--- config.mk ---
export PLATFORM = sky130hd
export DESIGN_NAME = riscv_ppreg_hs
export DESIGN_NICKNAME = d
export VERILOG_FILES = /design/src/rtl/riscv_ppreg_hs.sv
export SDC_FILE = /design/constraint.sdc
export NUM_CORES = 1
export LEC_CHECK = 0
export CORE_ASPECT_RATIO = 1.25
export CORE_UTILIZATION = 49
export DETAILED_ROUTE_END_ITERATION = 10
export PLACE_DENSITY = 0.8
export SYNTH_ARGS = -nofsm -noshare
export SYNTH_HDL_FRONTEND = slang
export SYNTH_SLANG_ARGS = --single-unit
--- constraint.sdc ---
create_clock -name i_riscv_ppreg_clk -period 1.9 [get_ports i_riscv_ppreg_clk]
set_input_delay 0.19 -clock i_riscv_ppreg_clk [delete_from_list [all_inputs] [get_ports i_riscv_ppreg_clk]]
set_output_delay 0.19 -clock i_riscv_ppreg_clk [all_outputs]
set_load 0.05 [all_outputs]
--- src/rtl/riscv_ppreg_hs.sv ---
// -----------------------------------------------------------------------------
// riscv_ppreg_hs
// Handshaked pipeline-stage register with a one-entry skid buffer.
// It carries an opaque DATA_W payload from one pipeline stage to the next.
// Upstream ready comes straight from a flop, so no combinational path runs
// from i_riscv_ppreg_ready to o_riscv_ppreg_ready. The second entry (skid)
// absorbs the beat that is already in flight when the stage stops draining.
//
// Ports:
//   i_riscv_ppreg_clk        rising-edge clock
//   i_riscv_ppreg_rst        synchronous active-high reset (clears all state)
//   i_riscv_ppreg_flush      kill held entries and drop any concurrent beat
//   i_riscv_ppreg_stall      hazard stall; blocks downstream transfer only
//   i_riscv_ppreg_valid      upstream payload valid
//   o_riscv_ppreg_ready      upstream may transfer (registered)
//   i_riscv_ppreg_data       upstream payload
//   o_riscv_ppreg_valid      downstream payload valid
//   i_riscv_ppreg_ready      downstream accepts
//   o_riscv_ppreg_data       downstream payload (zero in bubbles if BUBBLE_ZERO)
//   o_riscv_ppreg_count      entries held (0..2), registered
//   i_riscv_ppreg_cnt_clr    clear the stall-cycle counter
//   o_riscv_ppreg_stall_cnt  saturating count of cycles a held beat did not leave
// -----------------------------------------------------------------------------
module riscv_ppreg_hs #(
    parameter int unsigned DATA_W      = 64,
    parameter bit          BUBBLE_ZERO = 1'b1,
    parameter int unsigned CNT_W       = 16
) (
    input  logic              i_riscv_ppreg_clk,
    input  logic              i_riscv_ppreg_rst,
    input  logic              i_riscv_ppreg_flush,
    input  logic              i_riscv_ppreg_stall,
    input  logic              i_riscv_ppreg_valid,
    output logic              o_riscv_ppreg_ready,
    input  logic [DATA_W-1:0] i_riscv_ppreg_data,
    output logic              o_riscv_ppreg_valid,
    input  logic              i_riscv_ppreg_ready,
    output logic [DATA_W-1:0] o_riscv_ppreg_data,
    output logic [1:0]        o_riscv_ppreg_count,
    input  logic              i_riscv_ppreg_cnt_clr,
    output logic [CNT_W-1:0]  o_riscv_ppreg_stall_cnt
);

    // Saturating increment: the counter sticks at all-ones instead of wrapping.
    function automatic logic [CNT_W-1:0] sat_inc(input logic [CNT_W-1:0] v);
        if (&v) begin
            return v;
        end
        return v + 1'b1;
    endfunction

    logic              main_v_q, main_v_d;
    logic              skid_v_q, skid_v_d;
    logic [DATA_W-1:0] main_d_q, main_d_d;
    logic [DATA_W-1:0] skid_d_q, skid_d_d;
    logic              ready_q, ready_d;
    logic [1:0]        count_q, count_d;
    logic [CNT_W-1:0]  stall_cnt_q, stall_cnt_d;

    logic in_xfer;
    logic out_xfer;

    assign in_xfer  = i_riscv_ppreg_valid & ready_q;
    assign out_xfer = main_v_q & i_riscv_ppreg_ready & ~i_riscv_ppreg_stall;

    always_comb begin
        main_v_d = main_v_q;
        skid_v_d = skid_v_q;
        main_d_d = main_d_q;
        skid_d_d = skid_d_q;

        if (i_riscv_ppreg_flush) begin
            // Flush wins over any handshake in the same cycle.
            main_v_d = 1'b0;
            skid_v_d = 1'b0;
            main_d_d = '0;
            skid_d_d = '0;
        end else if (!main_v_q) begin
            // EMPTY
            if (in_xfer) begin
                main_v_d = 1'b1;
                main_d_d = i_riscv_ppreg_data;
            end
        end else if (!skid_v_q) begin
            // ONE
            if (in_xfer && out_xfer) begin
                main_d_d = i_riscv_ppreg_data;
            end else if (out_xfer) begin
                main_v_d = 1'b0;
            end else if (in_xfer) begin
                skid_v_d = 1'b1;
                skid_d_d = i_riscv_ppreg_data;
            end
        end else begin
            // FULL: ready is low, so only the drain side can move.
            if (out_xfer) begin
                main_d_d = skid_d_q;
                skid_v_d = 1'b0;
            end
        end

        // Bubbles present an all-zero payload so legacy decoders see a NOP.
        if (BUBBLE_ZERO && !main_v_d) begin
            main_d_d = '0;
        end

        ready_d = ~skid_v_d;
        count_d = {1'b0, main_v_d} + {1'b0, skid_v_d};

        stall_cnt_d = stall_cnt_q;
        if (i_riscv_ppreg_cnt_clr) begin
            stall_cnt_d = '0;
        end else if (main_v_q && !out_xfer && !i_riscv_ppreg_flush) begin
            stall_cnt_d = sat_inc(stall_cnt_q);
        end
    end

    always_ff @(posedge i_riscv_ppreg_clk) begin
        if (i_riscv_ppreg_rst) begin
            main_v_q    <= 1'b0;
            skid_v_q    <= 1'b0;
            main_d_q    <= '0;
            skid_d_q    <= '0;
            ready_q     <= 1'b1;
            count_q     <= 2'd0;
            stall_cnt_q <= '0;
        end else begin
            main_v_q    <= main_v_d;
            skid_v_q    <= skid_v_d;
            main_d_q    <= main_d_d;
            skid_d_q    <= skid_d_d;
            ready_q     <= ready_d;
            count_q     <= count_d;
            stall_cnt_q <= stall_cnt_d;
        end
    end

    assign o_riscv_ppreg_ready     = ready_q;
    assign o_riscv_ppreg_valid     = main_v_q;
    assign o_riscv_ppreg_data      = main_d_q;
    assign o_riscv_ppreg_count     = count_q;
    assign o_riscv_ppreg_stall_cnt = stall_cnt_q;

endmodule
### After elaboration in Yosys (flattened, before gate mapping)

Cells that the tools add are included.

| operators by class | value |
|---|---|
| add/subtract/negate cells | 2 |
| equality and inequality tests | 3 |
| mux-type cells | 20 |
| bitwise operators | 9 |
| reductions and logical operators | 13 |

Operators by type and width:

| kind | number |
|---|---|
| $mux W64 | 5 |
| $add A16 B1 Y16 const B | 1 |
| $mux W16 | 1 |
| $reduce_and A16 Y1 | 1 |
| $mux W1 | 14 |
| $not A1 Y1 | 6 |
| $reduce_and A5 Y1 | 1 |
| $reduce_or A2 Y1 | 2 |
| $and A1 B1 Y1 | 3 |
| $logic_and A1 B1 Y1 | 3 |
| $ne A3 B1 Y1 const B | 1 |
| $ne A3 B2 Y1 const B | 1 |
| $reduce_and A3 Y1 | 1 |
| $reduce_or A3 Y1 | 1 |
| $add A1 B1 Y2 | 1 |
| $logic_not A1 Y1 | 2 |
| $ne A2 B2 Y1 const B | 1 |
| $reduce_and A2 Y1 | 1 |
| $reduce_bool A2 Y1 | 1 |

| storage, ports and cells | value |
|---|---|
| register bits after elaboration | 149 |
| input bits | 71 |
| output and inout port bits | 84 |
| logic and storage cells | 54 |

### Depth between registers and ports, before layout

| depth | value |
|---|---|
| word-level depth | 9 |
| gate-level depth with buffers | 7 |
| mapped depth without buffers | 5 |

### Worst setup path after synthesis

Ideal clock, no wire load.

| path | value |
|---|---|
| path kind | reg-to-reg |
| from | register ready_q, in the netlist o_riscv_ppreg_ready |
| to | register skid_d_q[10] |
| library setup time | 0.132 ns |
| arrival time | 1.793 ns |
| data required time | 1.768 ns |
| slack | -0.025 ns |
| stages on the path, launching flop included | 7 |
| path buffers | 2 |
| period minus slack after synthesis | 1.925 ns |
| cells stage by stage | dfxtp_1 nand2_1 or4b_1 buf_2 buf_6 nand2_1 a21oi_1 |

| between the ends | value |
|---|---|
| cells in the longest elaborated chain, start to end | 4 |

Ends and longest elaborated chain:

| item | line | RTL |
|---|---|---|
| start, declared | 56 | `logic ready_q, ready_d;` |
| start signal, assigned | 132 | `ready_q <= ready_d;` |
| $and A1 B1 Y1 * | 63 | `assign in_xfer = i_riscv_ppreg_valid & ready_q;` |
| $logic_and A1 B1 Y1 | 86 | `if (in_xfer && out_xfer) begin` |
| $not A1 Y1 (no line) | -- |  |
| $reduce_and A5 Y1 (no line) * | -- |  |
| end signal, assigned | 131 | `skid_d_q <= skid_d_d;` |
| end, declared | 55 | `logic [DATA_W-1:0] skid_d_q, skid_d_d;` |

Every way passes the cells marked *; elsewhere a longest branch is shown, timed or not.
A chain may end at the register's enable or synchronous reset.

### Final worst setup path

| path | value |
|---|---|
| from | register stall_cnt_q[4], in the netlist o_riscv_ppreg_stall_cnt[4] |
| to | output o_riscv_ppreg_stall_cnt[4] |

RTL lines:

| item | line | RTL |
|---|---|---|
| start, declared | 58 | `logic [CNT_W-1:0] stall_cnt_q, stall_cnt_d;` |
| start signal, assigned | 134 | `stall_cnt_q <= stall_cnt_d;` |
| end, declared | 41 | `output logic [CNT_W-1:0] o_riscv_ppreg_stall_cnt` |

No word-level cell between the ends.

==> summary.txt <==
Critical path
  – CP Cell Sequence: clkdlybuf4s50_1
  – Setup Crit Path Kind: flip-flop to primary output
  – CP top delay family: buffers and inverters
  – Worst Path Arrival: 1.67 ns
  – WP depth: 1
  – Worst-case reg-to-reg path depth: 5
  – Slowest cell on crit path: clkdlybuf4s50_1
  – Worst setup EP type: primary output
  – Worst stage delay on the critical path: 0.84 ns
  – Bufs and invs on worst path: 1
  – Worst path required time: 1.71 ns
  – Crit start category: flip-flop
  – CP Max Fanout: 6

Die
  – Core Area: 12,270 µm²
  – Die X: 102.8 µm
  – Ports: 155
  – Die area: 13,150 µm²
  – DIE HEIGHT: 127.9 µm
  – Row Count: 45
  – Initial Utilization: 50.65%

Timing
  – Worst slew margin: 53.22%
  – Clock period minus worst slack: 1.859 ns
  – Final setup fails: 0
  – Worst slew pin tran: 0.7017 ns
  – WHS: 0.3497 ns
  – FMAX: 537.9 MHz
  – Final Max Tran Viols: 0
  – Layout Skew: 0.008992 ns
  – Fin crit share: 97.84%
  – Setup tns final: 0 ns
  – Final Hold Fails: 0
  – RSZ-0062 raised after global routing: no

Logic synthesis
  – Post-Synthesis Net Count: 848
  – Top_reg_cell synth: dfxtp_1
  – Instance count of the mapped netlist: 776
  – Synth top area cells: dfxtp_1 48%, nand2_1 12%, a311oi_1 9.0%
  – Yosys reg bits: 149
  – Synth top area share: 47.98%
  – Seq/Total Area, Yosys: 47.98%
  – EDFF count, synth: 0
  – Syn_area_per_cell: 8.012 µm²
  – Leading cell type by number of instances after synthesis: nand2_1
  – Cell taking the most area after synthesis: dfxtp_1
  – Cell area after synthesis: 6217 µm²
  – Async set-reset flop share out of synthesis: 0%
  – Yosys warns: 0
  – Unique masters post-synth: 44
  – Top post-synthesis cells by count: 205 x nand2_1, 149 x dfxtp_1, 73 x a21oi_1

Cells and area
  – Finished Layout Cells: 1,092
  – Reg area: 2989 µm²
  – Layout cells sized above 1: 9.061%
  – Layout Nets: 986
  – Post-layout util: 69.71%
  – Area growth from synthesis to final layout: 37.63%
  – Area taken by multi-input logic gates: 2856 µm²
  – Fill cells: 1,002

Clock network
  – CTS H-tree lvls: 4
  – CTS tree: yes
  – Root buf cell: clkbuf_16
  – Clock tree buffer depth: 2
  – Clock transition at path regs: 0.06 ns
  – CTS Sinks: 149
  – Clk_lat worst skew: 0.42 ns
  – TritonCTS buffer count: 17

Place
  – Gpl congestion: 0.8281
  – I/O Buffers: 154
  – Post-placement cell count: 1,059
  – Post-DP HPWL: 11,220 µm

Power
  – Worst vdd ir: 562.1 µV
  – Pwr dens: 849.1 nW/µm²
  – Switch Pwr: 1.879 mW
  – Flop pwr share: 44.2%
  – Share of total power in combinational logic: 11.1%
  – Switching part of the total: 25.86%
  – Power Internal: 5.386 mW
  – Clock power frac: 44.7%
  – Pleak: 3.082 nW

Route
  – Drc violations: 0
  – Post-DR wirelength/cell: 15.18 µm
  – Routed Antenna Nets: 0
  – DRT Pass-1 Iters: 6
  – Via Count: 6,205
  – Vias per inst: 5.682
  – Drt first-iter violations: 413
  – Final WL: 16,580 µm

Global routing
  – Number of global-route vias before repair: 5,893
  – First-pass GRT wire length: 26,740 µm
  – Largest net degree at the start of global routing: 68
  – Total congestion overflow: 0
  – Initial antenna violation count: 0
  – Tot GR Track Use: 25.55%

Hold path
  – Hold Path Depth: 3
  – Hold Path Class: input port to flip-flop

Flow run
  – Max_cap viols: 0

Run status
  – Outcome: complete, no violations
[per-stage QoR]
stage / instance area [µm²] / worst slack [ns] / power (mW)
after detailed placement: 7976 / -0.1485 / 4.084
after global routing: 8554 / 0.01387 / 7.503
after global placement: 7976 / -0.1148 / 4.068
final: 8557 / 0.04101 / 7.265
after floorplan: 6221 / 0.01006 / 3.723
after CTS: 8547 / 0.008744 / 7.321
[power groups by stage]
stage / clock (mW) / combinational (mW) / sequential, mW
detailed placement: 0 / 0.803 / 3.28
global route: 3.42 / 0.865 / 3.22
floorplan: 0 / 0.293 / 3.43
global placement: 0 / 0.789 / 3.28
CTS: 3.30 / 0.806 / 3.21
finish: 3.25 / 0.805 / 3.21
[worst paths after layout]
| path | slack [ns] | start | endpoint |
|---|---|---|---|
| setup / recovery | 0.04 | o_riscv_ppreg_stall_cnt[4]$_SDFFE_PP0P_ | o_riscv_ppreg_stall_cnt[4] |
| hold / removal | 0.35 | i_riscv_ppreg_data[2] | skid_d_q[2]$_SDFFE_PP0P_ |
| setup reg to reg | 0.15 | o_riscv_ppreg_stall_cnt[7]$_SDFFE_PP0P_ | o_riscv_ppreg_stall_cnt[2]$_SDFFE_PP0P_ |
| hold reg to reg | 0.46 | skid_d_q[15]$_SDFFE_PP0P_ | skid_d_q[15]$_SDFFE_PP0P_ |
[metal layers]
layer  routed length [µm]  GRT usage [%]
met4                  432          11.85
met3                 1048          5.398
met1                 6469          28.95
met2                 8625          45.14
met5                    0              0
[repair_timing]
item                                    in CTS  in global routing
pin swaps                                    0                  0
gates resized for setup                      7                  3
buffers inserted                             0                  0
endpoints found under the setup margin       7                  3
hold buffers                                 0                  0
[flip-flops by register name (all words and copies together), names as in the netlist]
name	flops
o_riscv_ppreg_data	64
skid_d_q	64
o_riscv_ppreg_stall_cnt	16
o_riscv_ppreg_count	2
o_riscv_ppreg_ready	1
o_riscv_ppreg_valid	1
skid_v_q	1
[cell usage in the layout, fill, tap and decap left out, drive strengths merged, types with 2 or more instances in the layout]
cell type      synthesis  routed
dlygate4sd2            0       7
and4                   3       3
o31ai                  5       5
or3                    7       7
nand2                206     206
clkdlybuf4s50          0     143
mux2i                  6       6
nand3                 72      72
clkinv                 0       4
and3                   2       2
nor2                  67      67
clkinvlp               0       2
or4                    4       4
nand4                  9       9
or2                    2       2
a31oi                  2       2
inv                    5      12
dfxtp                149     149
buf                   45      35
o21ai                  4       4
nor3                   6       6
dlymetal6s2s           0       3
clkbuf                24      18
a311oi                64      64
nor4                   7       7
a21oi                 73      73
[area by class of cell]
class,instances,area share [%]
diodes,1,0.02924
multi-input cells,553,33.38
repair buffers,188,22.27
clock buffers,18,5.132
clock inverters,14,1.638
flip-flops and latches,149,34.93
well taps,164,2.398
inverters,5,0.2193
[cells by family after synthesis]
| kind of cell | synth area share (%) |
|---|---|
| multiplexers | 0.9660 |
| AO/OA/AOI/OAI | 16.88 |
| adder cells (fa/ha/maj) | 0.2012 |
| buffers and inverters | 6.239 |
| flip-flops | 47.98 |
| AND/OR/NAND/NOR | 27.73 |
Power figures use the tool's default switching activity.
